File: config.mk
export PLATFORM = sky130hd
export DESIGN_NAME = rbc_err_accum
export DESIGN_NICKNAME = d
export VERILOG_FILES = /design/src/rtl/rbc_err_accum.sv
export SDC_FILE = /design/constraint.sdc
export NUM_CORES = 1
export LEC_CHECK = 0
export BUFFER_PORTS_ARGS = -buffer_cell sky130_fd_sc_hd__buf_2
export CAP_MARGIN = 0
export CORE_MARGIN = 1.5
export CORE_UTILIZATION = 44
export CTS_CLUSTER_DIAMETER = 80
export DETAILED_ROUTE_END_ITERATION = 7
export PLACE_DENSITY = 0.74
export SETUP_SLACK_MARGIN = 0.5
export SYNTH_ARGS = -nofsm -noshare
export SYNTH_HDL_FRONTEND = slang
export SYNTH_SLANG_ARGS = --single-unit
export TNS_END_PERCENT = 30
File: constraint.sdc
create_clock -name clk -period 1.6 [get_ports clk]
set_clock_uncertainty 0.15 [all_clocks]
set_input_delay 0.08 -clock clk [delete_from_list [all_inputs] [get_ports clk]]
set_output_delay 0.08 -clock clk [all_outputs]
set_load 0.05 [all_outputs]
File: src/rtl/rbc_err_accum.sv
// rbc_err_accum: saturating mismatch counter and first-error capture (optional data capture under RBC_ERR_CAPTURE_EN)
module rbc_err_accum #(
  parameter int ADDR_W = 8,
  parameter int DATA_W = 8,
  parameter int CNT_W  = 8
) (
  input  logic              clk,
  input  logic              rst,
  input  logic              clr,
  input  logic              valid,
  input  logic              mismatch,
  input  logic [ADDR_W-1:0] tag,
`ifdef RBC_ERR_CAPTURE_EN
  input  logic [DATA_W-1:0] exp_data,
  input  logic [DATA_W-1:0] got_data,
  output logic [DATA_W-1:0] first_err_exp,
  output logic [DATA_W-1:0] first_err_got,
`endif
  output logic [CNT_W-1:0]  err_count,
  output logic [ADDR_W-1:0] first_err_addr
);
  logic seen;
  // count mismatches with saturation and latch the tag of the first one in a pass
  always_ff @(posedge clk or posedge rst) begin
    if (rst) begin
      err_count      <= '0;
      first_err_addr <= '0;
      seen           <= 1'b0;
    end else if (clr) begin
      err_count      <= '0;
      first_err_addr <= '0;
      seen           <= 1'b0;
    end else if (valid && mismatch) begin
      if (err_count != '1) err_count <= err_count + 1'b1;
      if (!seen) begin
        seen           <= 1'b1;
        first_err_addr <= tag;
      end
    end
  end
`ifdef RBC_ERR_CAPTURE_EN
  // capture the expected and observed words alongside the first failing address
  always_ff @(posedge clk or posedge rst) begin
    if (rst) begin
      first_err_exp <= '0;
      first_err_got <= '0;
    end else if (clr) begin
      first_err_exp <= '0;
      first_err_got <= '0;
    end else if (valid && mismatch && !seen) begin
      first_err_exp <= exp_data;
      first_err_got <= got_data;
    end
  end
`endif
endmodule

After elaboration in Yosys (flattened, before gate mapping) --
Index checks and enable logic that the tools add are counted.
Cells by class: $add $sub $neg 1, reduce and logical (&&, ||, !) cells 5, muxes and demuxes 8, equal/unequal tests 2
Operators by type and width (number):
- two-way mux 8 bit | 6
- adder 8 x 1 -> 8 bit (second input constant) | 1
- != test 8 bit (second input constant) | 1
- AND reduction 2 bit | 2
- nonzero test 2 bit | 2
- two-way mux 1 bit | 2
- != test 2 bit (second input constant) | 1
- logical AND 1 bit | 1
Word-level totals: output and inout port bits 16, bits in registers 17

Depth between registers and ports, before layout --
Gate-level depths: netlist of the first run.
depth after elaboration 4, mapped depth 5

Worst setup path after synthesis of the first run --
OpenSTA, ideal clock, no wires.
path kind reg-to-reg, from register err_count[0], to register err_count[3], setup slack -325 ps, arrival time 1650 ps, period minus slack after synthesis 1925 ps, required time 1325 ps, stages on the path, launching flop included 5, path through dfrtp_1 > ha_1 > and4_4 > a211oi_2 > mux2_4
On the way: longest elaborated chain between the ends 4, elaborated cells between the ends (all ways) 7, those cells by class add/sub: 1; eq/ne: 1; mux: 3; reduce/logical: 2
RTL lines:
- from (decl) | RTL line 19 | output logic [CNT_W-1:0] err_count,
- from (signal assigned) | RTL line 34 | if (err_count != '1) err_count <= err_count + 1'b1;
- adder 8 x 1 -> 8 bit | RTL line 34
- two-way mux 8 bit | RTL line 34
- two-way mux 8 bit | RTL line 33 | end else if (valid && mismatch) begin
- two-way mux 8 bit | RTL line 29 | end else if (clr) begin
Parallel ways exist; a longest one is shown, timed or not. The select of a mux whose other input is x is not followed. A chain may end at the register's enable or synchronous reset.

Final worst setup path of the first run --
Ends and elaborated chain as after synthesis.

==> impl_summary.txt, run 1 <==
----------------------------------------------------
[Die]
  Die Area ... 0.00230 mm^2
  Initial Utilization ... 46.2%
  Horizontal extent of the die ... 47.9 um
  I/O pin cnt ... 29
  Die span in y ... 47.9 um
  Core area ... 0.00192 mm^2
  Placement row count ... 16

[Synthesis]
  Ranking of synthesized cells by instance count ... 17 x sky130_fd_sc_hd__dfrtp_1, 11 x sky130_fd_sc_hd__nor2_1, 9 x sky130_fd_sc_hd__mux2i_1
  Mean instance size in the synthesized netlist ... 10.8 um^2
  Most used standard cell by instance count after synthesis ... sky130_fd_sc_hd__dfrtp_1
  Portion of synthesized cell area occupied by the leading cell type ... 47.9%
  Synthesized area ... 888 um^2
  Top post-synthesis cells by area ... sky130_fd_sc_hd__dfrtp_1 48%, sky130_fd_sc_hd__mux2i_1 10%, sky130_fd_sc_hd__nor2_1 4.6%
  Number of synthesized flops with an enable pin ... 0
  Distinct cells, synth ... 30
  Most common flop cell mapped by yosys ... sky130_fd_sc_hd__dfrtp_1
  Seq/Total Area, Yosys ... 47.9%
  Register bit total from synthesis ... 17
  Yosys warnings ... 0
  Largest area contributor in the synthesized netlist ... sky130_fd_sc_hd__dfrtp_1
  Post-Synthesis Net Count ... 96
  Async set-reset flop share out of synthesis ... 100%
  Number of cells produced by synthesis ... 82

[Worst setup path]
  Family of cells with the greatest summed delay on the critical path ... flip-flops
  Req. time, crit path ... 1620 ps
  Category of the worst setup path launch point ... flop
  Category of the critical setup timing path ... flop to flop
  Arrival time at the worst endpoint ... 1560 ps
  Crit path capture type ... flop
  Peak fanout along the critical path ... 4
  Combined buffer and inverter count along the critical path ... 0
  Cell at the slowest stage of the critical path ... sky130_fd_sc_hd__dfrtp_2
  Worst stage delay on the critical path ... 440 ps
  Critical-path cell list ... ha_4 -> and4_4 -> a211oi_2 -> mux2_4

[Clocking]
  CTS H-tree depth ... 1
  CTS tree ... done
  Clock network latency to the later pin of the worst-skew pair ... 270 ps
  Clock-pin slew reported for the worst setup and hold paths after clock tree synthesis ... 90 ps
  Number of sinks driven by the clock tree ... 17
  Root buf cell ... sky130_fd_sc_hd__clkbuf_4
  Inserted Clock Buffers ... 3
  Clock tree buffer depth ... 2

[Global route]
  Remaining Overflow, GRT ... 0
  Layer with the highest usage after global routing ... met2
  Largest net degree at the start of global routing ... 23
  Global routing met1 resource utilization ... 23.1%
  Met3 GRT Util ... 2.64%
  Via count of the first global-routing pass ... 733
  GRT Total Usage ... 19.5%
  Global-route wire length before repair ... 3.11 mm
  Fraction of met2 tracks used by global routing ... 35.7%
  Antenna violations before repair ... 0

[Placed design]
  Global placer's final weighted congestion ... 0.884
  Count of input and output buffers ... 28
  Detailed Place HPWL ... 1.34 mm
  Worst Setup Slack post-DPL ... 24.3 ps
  Placed Cells ... 138
  Placed cell areas ... 0.00110 mm^2

[Timing]
  Highest achievable clock rate ... 646 MHz
  Time the worst path needs with I/O delays and setup ... 1550 ps
  Final hold viol count ... 0
  Worst path setup slack after routing ... 52.8 ps
  Final setup viols ... 0
  Transition time at the pin with the least slew margin ... 618 ps
  Headroom to the max-slew limit ... 58.8%
  Sum of negative setup slack ... 0 ps
  RSZ-0062 raised after global routing ... true
  Final period util ... 96.7%
  Pins Over Slew Limit ... 0

[Layout]
  Ratio of cells with drive above 1 in the final layout ... 46.5%
  Final nets ... 144
  Final Cell Area ... 0.00133 mm^2
  Area added between synthesis and finish ... 50.1%
  Total area of sequential cells ... 432 um^2
  Fill cell total of the finished layout ... 157
  Antenna Cells ... 0
  Area used by multi-input combinational logic ... 472 um^2
  Fin cells ... 156

[Route]
  Vias post-DR ... 832
  Detailed-route vias per instance ... 5.33
  Average wire per standard cell ... 13.7 um
  Length of the first detailed-routing pass in iterations ... 4
  Post-detailed-routing wire length ... 2.14 mm
  Post-route ant nets ... 0
  DRC Markers ... 0
  First-iteration detailed-routing DRC count ... 21

[Worst hold path]
  Min-Delay Path Class ... primary input to flop

[Status]
  Outcome ... complete, no violations

[Power]
  Leak ... 0.648 nW
  Final Total Pwr ... 0.837 mW
  IR drop worst, VDD ... 0.463 mV
  Pwr dens ... 628 mW/mm^2

[Flow run]
  Max-Cap Viols ... 0

----------------------------------------------------
through the flow:
stage               hold slack [ps]  utilization (%)
detailed placement             37.7             57.0
floorplan                      -144                -
finish                         23.5             69.4
global placement               40.8             57.0
CTS                            7.85             67.1
global route                   36.0             69.4
path summary, 6_finish.rpt:
| check | from | to | slack, ps | depth (start not counted) |
|---|---|---|---|---|
| max | err_count[0] | err_count[3] | 50 | 4 |
| min | valid | seen | 20 | 3 |
| max reg2reg | err_count[0] | err_count[3] | 50 | 4 |
| min reg2reg | seen | seen | 350 | 2 |
| max in group asynchronous | rst | err_count[7] | 580 | 3 |
| min in group asynchronous | rst | first_err_addr[1] | 290 | 3 |
cell type report:
| type | instances | area share, % |
|---|---|---|
| Tap cell | 27 | 2.53 |
| Sequential cell | 17 | 32.4 |
| Clock buffer | 4 | 1.97 |
| Multi-Input combinational cell | 59 | 35.4 |
| Timing Repair Buffer | 48 | 27.5 |
| Inverter | 1 | 0.281 |
layout by cell type (no fill, tap or decap), types with 2 or more instances in the layout:
cell type                       count
sky130_fd_sc_hd__mux2i_1            9
sky130_fd_sc_hd__nor2b_1            3
sky130_fd_sc_hd__buf_2             21
sky130_fd_sc_hd__dfrtp_1           12
sky130_fd_sc_hd__nand3_1            4
sky130_fd_sc_hd__a211oi_2           3
sky130_fd_sc_hd__nand2b_1           2
sky130_fd_sc_hd__dlygate4sd3_1     10
sky130_fd_sc_hd__buf_6              9
sky130_fd_sc_hd__a21oi_1            4
sky130_fd_sc_hd__buf_4              7
sky130_fd_sc_hd__dfrtp_2            5
sky130_fd_sc_hd__clkbuf_4           4
sky130_fd_sc_hd__nand4_1            2
sky130_fd_sc_hd__mux2_4             3
sky130_fd_sc_hd__nor2_1            11
sky130_fd_sc_hd__nor3_2             2
sky130_fd_sc_hd__nand2_1            2
cells by family (layout without fill, tap and decap cells):
group,Yosys count,after routing,share of synthesized area [%]
flops,17,17,47.9
mux,12,12,14.8
simple gates,35,35,23.0
fa+ha+maj,1,1,1.41
buf+inv,6,53,3.52
compound gates,11,11,9.44
report_power, final:
group	leakage, nW	internal (mW)	switching [mW]
clock network	0.0150	0.0965	0.118
logic	0.408	0.0682	0.103
registers	0.225	0.444	0.00843
total	0.648	0.608	0.229
flip-flops by register name (all words and copies together), names as in the netlist:
signal	flops
first_err_addr	8
err_count	8
seen	1
worst register-to-register path: stages, from the launching register on:
cell	delay, ps
sky130_fd_sc_hd__dfrtp_2	440
sky130_fd_sc_hd__ha_4	170
sky130_fd_sc_hd__and4_4	160
sky130_fd_sc_hd__a211oi_2	210
sky130_fd_sc_hd__mux2_4	320
what timing repair did:
| action | CTS | global route |
|---|---|---|
| setup endpoints to repair | 32 | 49 |
| resized for setup | 11 | 17 |
| pin swaps | 7 | 3 |
| buffers inserted | 3 | 1 |
| hold buffers | 10 | 0 |
| hold endpoints to repair | 26 | 0 |
per-layer routing:
metal  part of all wire (%)  vias up
li1                       -      394
met1                     43      407
met2                     52       31
met3                    4.9        0
met4                      0        0
met5                      0        -
(Power assumes the default switching activity.)
==> inputs of run 2 (changes only) <==
--- a/config.mk
+++ b/config.mk
@@ -11,6 +11,7 @@
 export CORE_UTILIZATION = 44
 export CTS_CLUSTER_DIAMETER = 80
 export DETAILED_ROUTE_END_ITERATION = 7
+export GPL_TIMING_DRIVEN = 0
 export PLACE_DENSITY = 0.74
 export SETUP_SLACK_MARGIN = 0.5
 export SYNTH_ARGS = -nofsm -noshare
==> run 2 against run 1 <==
The run now ends with negative setup slack left. Via count is 2.3% higher. Worst hold slack worse by 17 ps. Critical path depth stayed put. Die area stayed put. Highest routed layer is now met4.
==> impl_summary.txt, run 2 (synthesized netlist as in run 1, its figures left out) <==
----------------------------------------------------
[Power]
  IR drop worst, VDD ... 0.449 mV
  Leak ... 0.665 nW
  Final Total Pwr ... 0.883 mW
  Pwr dens ... 611 mW/mm^2

[Die]
  Die span in y ... 47.9 um
  Horizontal extent of the die ... 47.9 um
  Core area ... 0.00192 mm^2
  Initial Utilization ... 46.2%
  Die Area ... 0.00230 mm^2
  Placement row count ... 16
  I/O pin cnt ... 29

[Timing]
  Final period util ... 100%
  Transition time at the pin with the least slew margin ... 363 ps
  Time the worst path needs with I/O delays and setup ... 1610 ps
  Final hold viol count ... 0
  Final setup viols ... 1
  Pins Over Slew Limit ... 0
  Highest achievable clock rate ... 623 MHz
  Worst path setup slack after routing ... -6.14 ps
  RSZ-0062 raised after global routing ... true
  Sum of negative setup slack ... -6.14 ps
  Headroom to the max-slew limit ... 75.7%

[Global route]
  Largest net degree at the start of global routing ... 18
  GRT Total Usage ... 21.5%
  Remaining Overflow, GRT ... 0
  Via count of the first global-routing pass ... 815
  Global-route wire length before repair ... 3.37 mm
  Antenna violations before repair ... 0

[Worst hold path]
  Min-Delay Path Class ... primary input to flop
  Startpoint of the lowest-slack hold path ... valid
  End point of the most critical hold path ... seen
  Hold path depth ... 3

[Layout]
  Commonest cells after routing, fill and taps aside ... 14 x sky130_fd_sc_hd__buf_2, 12 x sky130_fd_sc_hd__buf_6, 11 x sky130_fd_sc_hd__nor2_1, 11 x sky130_fd_sc_hd__dfrtp_1, 10 x sky130_fd_sc_hd__dlygate4sd3_1
  Ratio of cells with drive above 1 in the final layout ... 50.0%
  Antenna Cells ... 0
  Area added between synthesis and finish ... 62.7%
  Most frequent standard cell in the layout excluding fill and tap cells ... sky130_fd_sc_hd__buf_2
  Share of the core filled with cells ... 75.2%
  Top Registers ... err_count: 8 flops, first_err_addr: 8 flops, seen: 1 flops
  Final nets ... 145

[Clocking]
  Number of sinks driven by the clock tree ... 17
  CTS H-tree depth ... 1
  Clock tree buffer depth ... 2
  Root buf cell ... sky130_fd_sc_hd__clkbuf_4
  Clock-pin slew reported for the worst setup and hold paths after clock tree synthesis ... 90 ps
  Inserted Clock Buffers ... 3
  CTS tree ... done
  Clock network latency to the later pin of the worst-skew pair ... 290 ps

[Worst setup path]
  Arrival time at the worst endpoint ... 1640 ps
  Category of the critical setup timing path ... flop to flop
  End of the worst register-to-register path ... err_count[3]
  Critical-path cell list ... ha_4 -> and4_4 -> a211oi_4 -> mux2_4
  Crit path capture type ... flop
  Cell at the slowest stage of the critical path ... sky130_fd_sc_hd__dfrtp_2
  Peak fanout along the critical path ... 4
  Category of the worst setup path launch point ... flop
  Count of cells along the worst register-to-register path ... 4
  Internal reg-to-reg setup slack ... -6 ps
  Reg2Reg Launch Point ... err_count[1]
  Worst stage delay on the critical path ... 430 ps
  Req. time, crit path ... 1640 ps

[Route]
  DRC Markers ... 0
  Post-detailed-routing wire length ... 2.50 mm
  Vias post-DR ... 851
  Detailed-route vias per instance ... 5.42
  Average wire per standard cell ... 15.9 um
  Length of the first detailed-routing pass in iterations ... 4
  First-iteration detailed-routing DRC count ... 6
  Post-route ant nets ... 0

[Status]
  Outcome ... finished with violations
  Failing checks ... negative setup slack

[Placed design]
  Global placer's final weighted congestion ... 0.824
  Detailed Place HPWL ... 1.28 mm
  Count of input and output buffers ... 26

[Flow run]
  Max-Cap Viols ... 0

----------------------------------------------------
## run 2: changes by cell type in the layout (fill, tap and decap cells not counted), sizes merged
cell      previous run  this run
clkbuf               5         4
clkinvlp             0         1
inv                  1         0
buf                 37        39
## run 2: where the power goes
group	internal (mW)	switching [mW]
clock network	0.0972	0.132
logic	0.0885	0.111
registers	0.444	0.0113
## run 2: repair_timing
action,in CTS,in global routing
pin swaps,12,12
setup endpoints to repair,32,49
hold buffers,10,0
gates resized for setup,39,15
buffers inserted,5,3
hold endpoints to repair,26,0
## run 2: area by class of cell
type | instances | area [um^2]
multi-input cells | 59 | 497
fillers | 142 | 477
flip-flops and latches | 17 | 433
repair buffers | 44 | 417
well taps | 27 | 33.8
plain buffers | 5 | 31.3
clock buffers | 4 | 26.3
inverters | 1 | 7.51
## run 2: through the flow
step                area (um^2)  instances  hold WS, ps  setup slack (ps)
detailed placement         1070        135         40.5             -62.8
global route               1450        157         25.5             -55.4
CTS                        1360        154         3.54             -7.81
finish                     1450        157         6.07             -6.14
floorplan                   905         82         -144              -128
global placement           1070        135         36.0             -36.0
## run 2: worst max path at each step
stage          slack (ps)  depth (start not counted)         start      endpoint
2_1_floorplan        -130                          4  err_count[1]  err_count[3]
3_3_place_gp          -40                          4  err_count[0]  err_count[3]
3_5_place_dp          -60                          4  err_count[0]  err_count[3]
4_1_cts                -8                          4  err_count[1]  err_count[3]
5_1_grt               -60                          4  err_count[1]  err_count[3]
6_report               -6                          4  err_count[1]  err_count[3]
## run 2: critical path: cells and delay by family, from the launching register on
kind	cells	cell delay, ps
DFF	1	430
muxes	1	320
and+or+nand+nor	1	220
AOI/OAI and AO/OA	1	210
adders and majority gates	1	170
## run 2: per-layer routing
layer | part of all wire (%) | routed length, um | track usage, % | vias up
met4 | 1.5 | 37 | 9.73 | 0
met3 | 3.9 | 98 | 4.15 | 5
met1 | 41 | 1020 | 22.6 | 430
li1 | - | - | - | 390
met5 | 0 | 0 | 0 | -
met2 | 54 | 1350 | 40.5 | 26
==> inputs of run 3 (changes only) <==
--- a/config.mk
+++ b/config.mk
@@ -5,14 +5,15 @@
 export SDC_FILE = /design/constraint.sdc
 export NUM_CORES = 1
 export LEC_CHECK = 0
-export BUFFER_PORTS_ARGS = -buffer_cell sky130_fd_sc_hd__buf_2
+export ABC_AREA = 1
 export CAP_MARGIN = 0
 export CORE_MARGIN = 1.5
-export CORE_UTILIZATION = 44
+export CORE_UTILIZATION = 54
 export CTS_CLUSTER_DIAMETER = 80
 export DETAILED_ROUTE_END_ITERATION = 7
+export DONT_BUFFER_PORTS = 1
 export GPL_TIMING_DRIVEN = 0
-export PLACE_DENSITY = 0.74
+export PLACE_DENSITY = 0.72
 export SETUP_SLACK_MARGIN = 0.5
 export SYNTH_ARGS = -nofsm -noshare
 export SYNTH_HDL_FRONTEND = slang
==> run 3 against run 2 <==
The flow finishes with violations (negative hold slack, negative setup slack). Synthesized cell count is 41% higher. Critical path depth is 5 higher. Synthesized area is 0.14% higher. First-iteration DRC count grew to 4.3 times the previous value. Register-to-register slack hardly changed. Critical path type unchanged.
==> impl_summary.txt, run 3 <==
----------------------------------------------------
[Die]
  Core area ... 0.00152 mm^2
  Die Area ... 0.00190 mm^2
  I/O pin cnt ... 29
  Horizontal extent of the die ... 43.6 um
  Die span in y ... 43.6 um
  Placement row count ... 14
  Initial Utilization ... 58.4%

[Layout]
  Commonest cells after routing, fill and taps aside ... 24 x sky130_fd_sc_hd__nand3_1, 20 x sky130_fd_sc_hd__nand2_1, 16 x sky130_fd_sc_hd__inv_1
  Area added between synthesis and finish ... 25.2%
  Final nets ... 146
  Top Registers ... err_count: 8 flops, first_err_addr: 8 flops, seen: 1 flops
  Most frequent standard cell in the layout excluding fill and tap cells ... sky130_fd_sc_hd__nand3_1
  Fin cells ... 147
  Fill cell total of the finished layout ... 124
  Antenna Cells ... 0
  Ratio of cells with drive above 1 in the final layout ... 23.7%

[Global route]
  GRT Total Usage ... 23.6%
  Global-route wire length before repair ... 3.33 mm
  Via count of the first global-routing pass ... 742
  Antenna violations before repair ... 0
  Largest net degree at the start of global routing ... 18
  Remaining Overflow, GRT ... 0

[Timing]
  Headroom to the max-slew limit ... 57.1%
  Pins Over Slew Limit ... 0
  Transition time at the pin with the least slew margin ... 643 ps
  Final hold viol count ... 7
  RSZ-0062 raised after global routing ... true
  Final setup viols ... 1
  Highest achievable clock rate ... 620 MHz
  Final period util ... 101%
  Time the worst path needs with I/O delays and setup ... 1610 ps
  Hold Worst Slack ... -315 ps
  Worst path setup slack after routing ... -13.1 ps

[Clocking]
  CTS H-tree depth ... 1
  Clock-pin slew reported for the worst setup and hold paths after clock tree synthesis ... 110 ps
  CTS tree ... done
  Hold_buf cts ... 9
  Root buf cell ... sky130_fd_sc_hd__clkbuf_4
  Clock network latency to the later pin of the worst-skew pair ... 290 ps
  Clock tree buffer depth ... 2
  Number of sinks driven by the clock tree ... 17
  Inserted Clock Buffers ... 3

[Worst hold path]
  End point of the most critical hold path ... seen
  Min-Delay Path Class ... primary input to flop
  Startpoint of the lowest-slack hold path ... clr
  Hold path depth ... 1

[Worst setup path]
  Category of the worst setup path launch point ... flop
  Top cell by count, worst path ... sky130_fd_sc_hd__nand2_4
  Arrival time at the worst endpoint ... 1660 ps
  Family of cells with the greatest summed delay on the critical path ... flip-flops
  Req. time, crit path ... 1650 ps
  Critical-path cell list ... ha_4 -> nand2_4 -> nor2_4 -> nand2_2 -> nand2_4 -> buf_6 -> nand2_4 -> nand2_2 -> nand2_1
  Combined buffer and inverter count along the critical path ... 1
  Peak fanout along the critical path ... 5
  Cell at the slowest stage of the critical path ... sky130_fd_sc_hd__dfrtp_2
  Reg2Reg Launch Point ... err_count[0]
  End of the worst register-to-register path ... err_count[2]
  Count of cells along the worst register-to-register path ... 9
  Internal reg-to-reg setup slack ... -10 ps
  Category of the critical setup timing path ... flop to flop
  Worst stage delay on the critical path ... 590 ps
  Crit path capture type ... flop

[Power]
  Leak ... 0.524 nW
  IR drop worst, VDD ... 0.634 mV
  Final Total Pwr ... 0.882 mW
  Pwr dens ... 792 mW/mm^2

[Route]
  First-iteration detailed-routing DRC count ... 26
  Average wire per standard cell ... 13.5 um
  DRC Markers ... 0
  Post-detailed-routing wire length ... 1.98 mm
  Detailed-route vias per instance ... 5.58
  Vias post-DR ... 820
  Post-route ant nets ... 0
  Length of the first detailed-routing pass in iterations ... 4

[Status]
  Failing checks ... negative hold slack, negative setup slack
  Outcome ... finished with violations

[Synthesis]
  Number of synthesized flops with an enable pin ... 0
  Synthesized area ... 890 um^2
  Yosys warnings ... 0
  Ranking of synthesized cells by instance count ... 24 x sky130_fd_sc_hd__nand2_1, 24 x sky130_fd_sc_hd__nand3_1, 17 x sky130_fd_sc_hd__dfrtp_1, 17 x sky130_fd_sc_hd__inv_1, 11 x sky130_fd_sc_hd__nor2_1
  Seq/Total Area, Yosys ... 47.8%
  Mean instance size in the synthesized netlist ... 7.67 um^2
  Post-Synthesis Net Count ... 130
  Top post-synthesis cells by area ... sky130_fd_sc_hd__dfrtp_1 48%, sky130_fd_sc_hd__nand3_1 14%, sky130_fd_sc_hd__nand2_1 10%
  Register bit total from synthesis ... 17
  Portion of synthesized cell area occupied by the leading cell type ... 47.8%
  Most common flop cell mapped by yosys ... sky130_fd_sc_hd__dfrtp_1
  Async set-reset flop share out of synthesis ... 100%
  Largest area contributor in the synthesized netlist ... sky130_fd_sc_hd__dfrtp_1
  Number of cells produced by synthesis ... 116
  Distinct cells, synth ... 16

[Placed design]
  Count of input and output buffers ... 0
  Detailed Place HPWL ... 1.25 mm
  Global placer's final weighted congestion ... 0.820
  Placed Cells ... 132

[Flow run]
  Max-Cap Viols ... 0

----------------------------------------------------
-- run 3: worst max path at each step --
stage	startpoint	endpoint	slack, ps	cells past startpoint
after detailed placement	err_count[5]	err_count[2]	-50	8
after global placement	err_count[5]	err_count[2]	-20	8
final	err_count[0]	err_count[2]	-10	9
after CTS	err_count[1]	err_count[2]	-60	9
after floorplan	err_count[0]	err_count[3]	60	9
after global routing	err_count[0]	err_count[2]	-80	9
-- run 3: cell families (layout without fill, tap and decap cells) --
group                    Yosys count  after routing  synth area share [%]
buffers and inverters             21             36                  11.1
AND/OR/NAND/NOR                   64             64                  31.6
flip-flops                        17             17                  47.8
adder cells (fa/ha/maj)            1              1                  1.41
AO/OA/AOI/OAI                     13             13                  8.02
-- run 3: report_power, final --
| part | internal, mW | total (mW) | leakage, nW | switching, mW |
|---|---|---|---|---|
| Combinational | 0.0441 | 0.0988 | 0.293 | 0.0547 |
| Sequential | 0.451 | 0.543 | 0.214 | 0.0925 |
| Clock | 0.0929 | 0.240 | 0.0177 | 0.147 |
| Total | 0.588 | 0.882 | 0.524 | 0.294 |
-- run 3: area by class of cell --
cell class                      instances  area [um^2]  area share, %
Multi-Input combinational cell         78          418           37.5
Tap cell                               16         20.0           1.80
Inverter                               17         63.8           5.73
Clock buffer                            3         22.5           2.02
Timing Repair Buffer                   11          109           9.78
Buffer                                  4         35.0           3.15
Sequential cell                        17          440           39.6
Clock inverter                          1         5.00          0.449
-- run 3: worst register-to-register path: stages, from the launching register on --
cell	delay (ps)
sky130_fd_sc_hd__dfrtp_2	590
sky130_fd_sc_hd__ha_4	210
sky130_fd_sc_hd__nand2_4	60
sky130_fd_sc_hd__nor2_4	100
sky130_fd_sc_hd__nand2_2	70
sky130_fd_sc_hd__nand2_4	80
sky130_fd_sc_hd__buf_6	120
sky130_fd_sc_hd__nand2_4	50
sky130_fd_sc_hd__nand2_2	50
sky130_fd_sc_hd__nand2_1	50
-- run 3: per-layer routing --
metal	global-route usage (%)	vias up	routed length [um]
met5	0	-	0
met4	9.09	0	19
met3	4.17	4	132
met2	37.4	35	999
met1	32.4	381	828
li1	-	400	-
-- run 3: per-stage QoR --
step                util, %  setup WS [ps]  cell area, um^2  setup TNS [ps]
finish                 73.1          -13.1             1110           -13.1
global route           73.1          -75.0             1110            -273
CTS                    70.4          -57.2             1070            -228
detailed placement     60.8          -52.1              927            -121
global placement       60.8          -23.8              927           -56.9
floorplan                 -           61.2              907               0
-- run 3: timing repair --
item,4_1_cts,5_1_grt
gates resized for setup,6,15
pin swaps,4,6
hold endpoints to repair,31,6
setup endpoints to repair,32,32
cloned,1,0
setup buffers,1,0
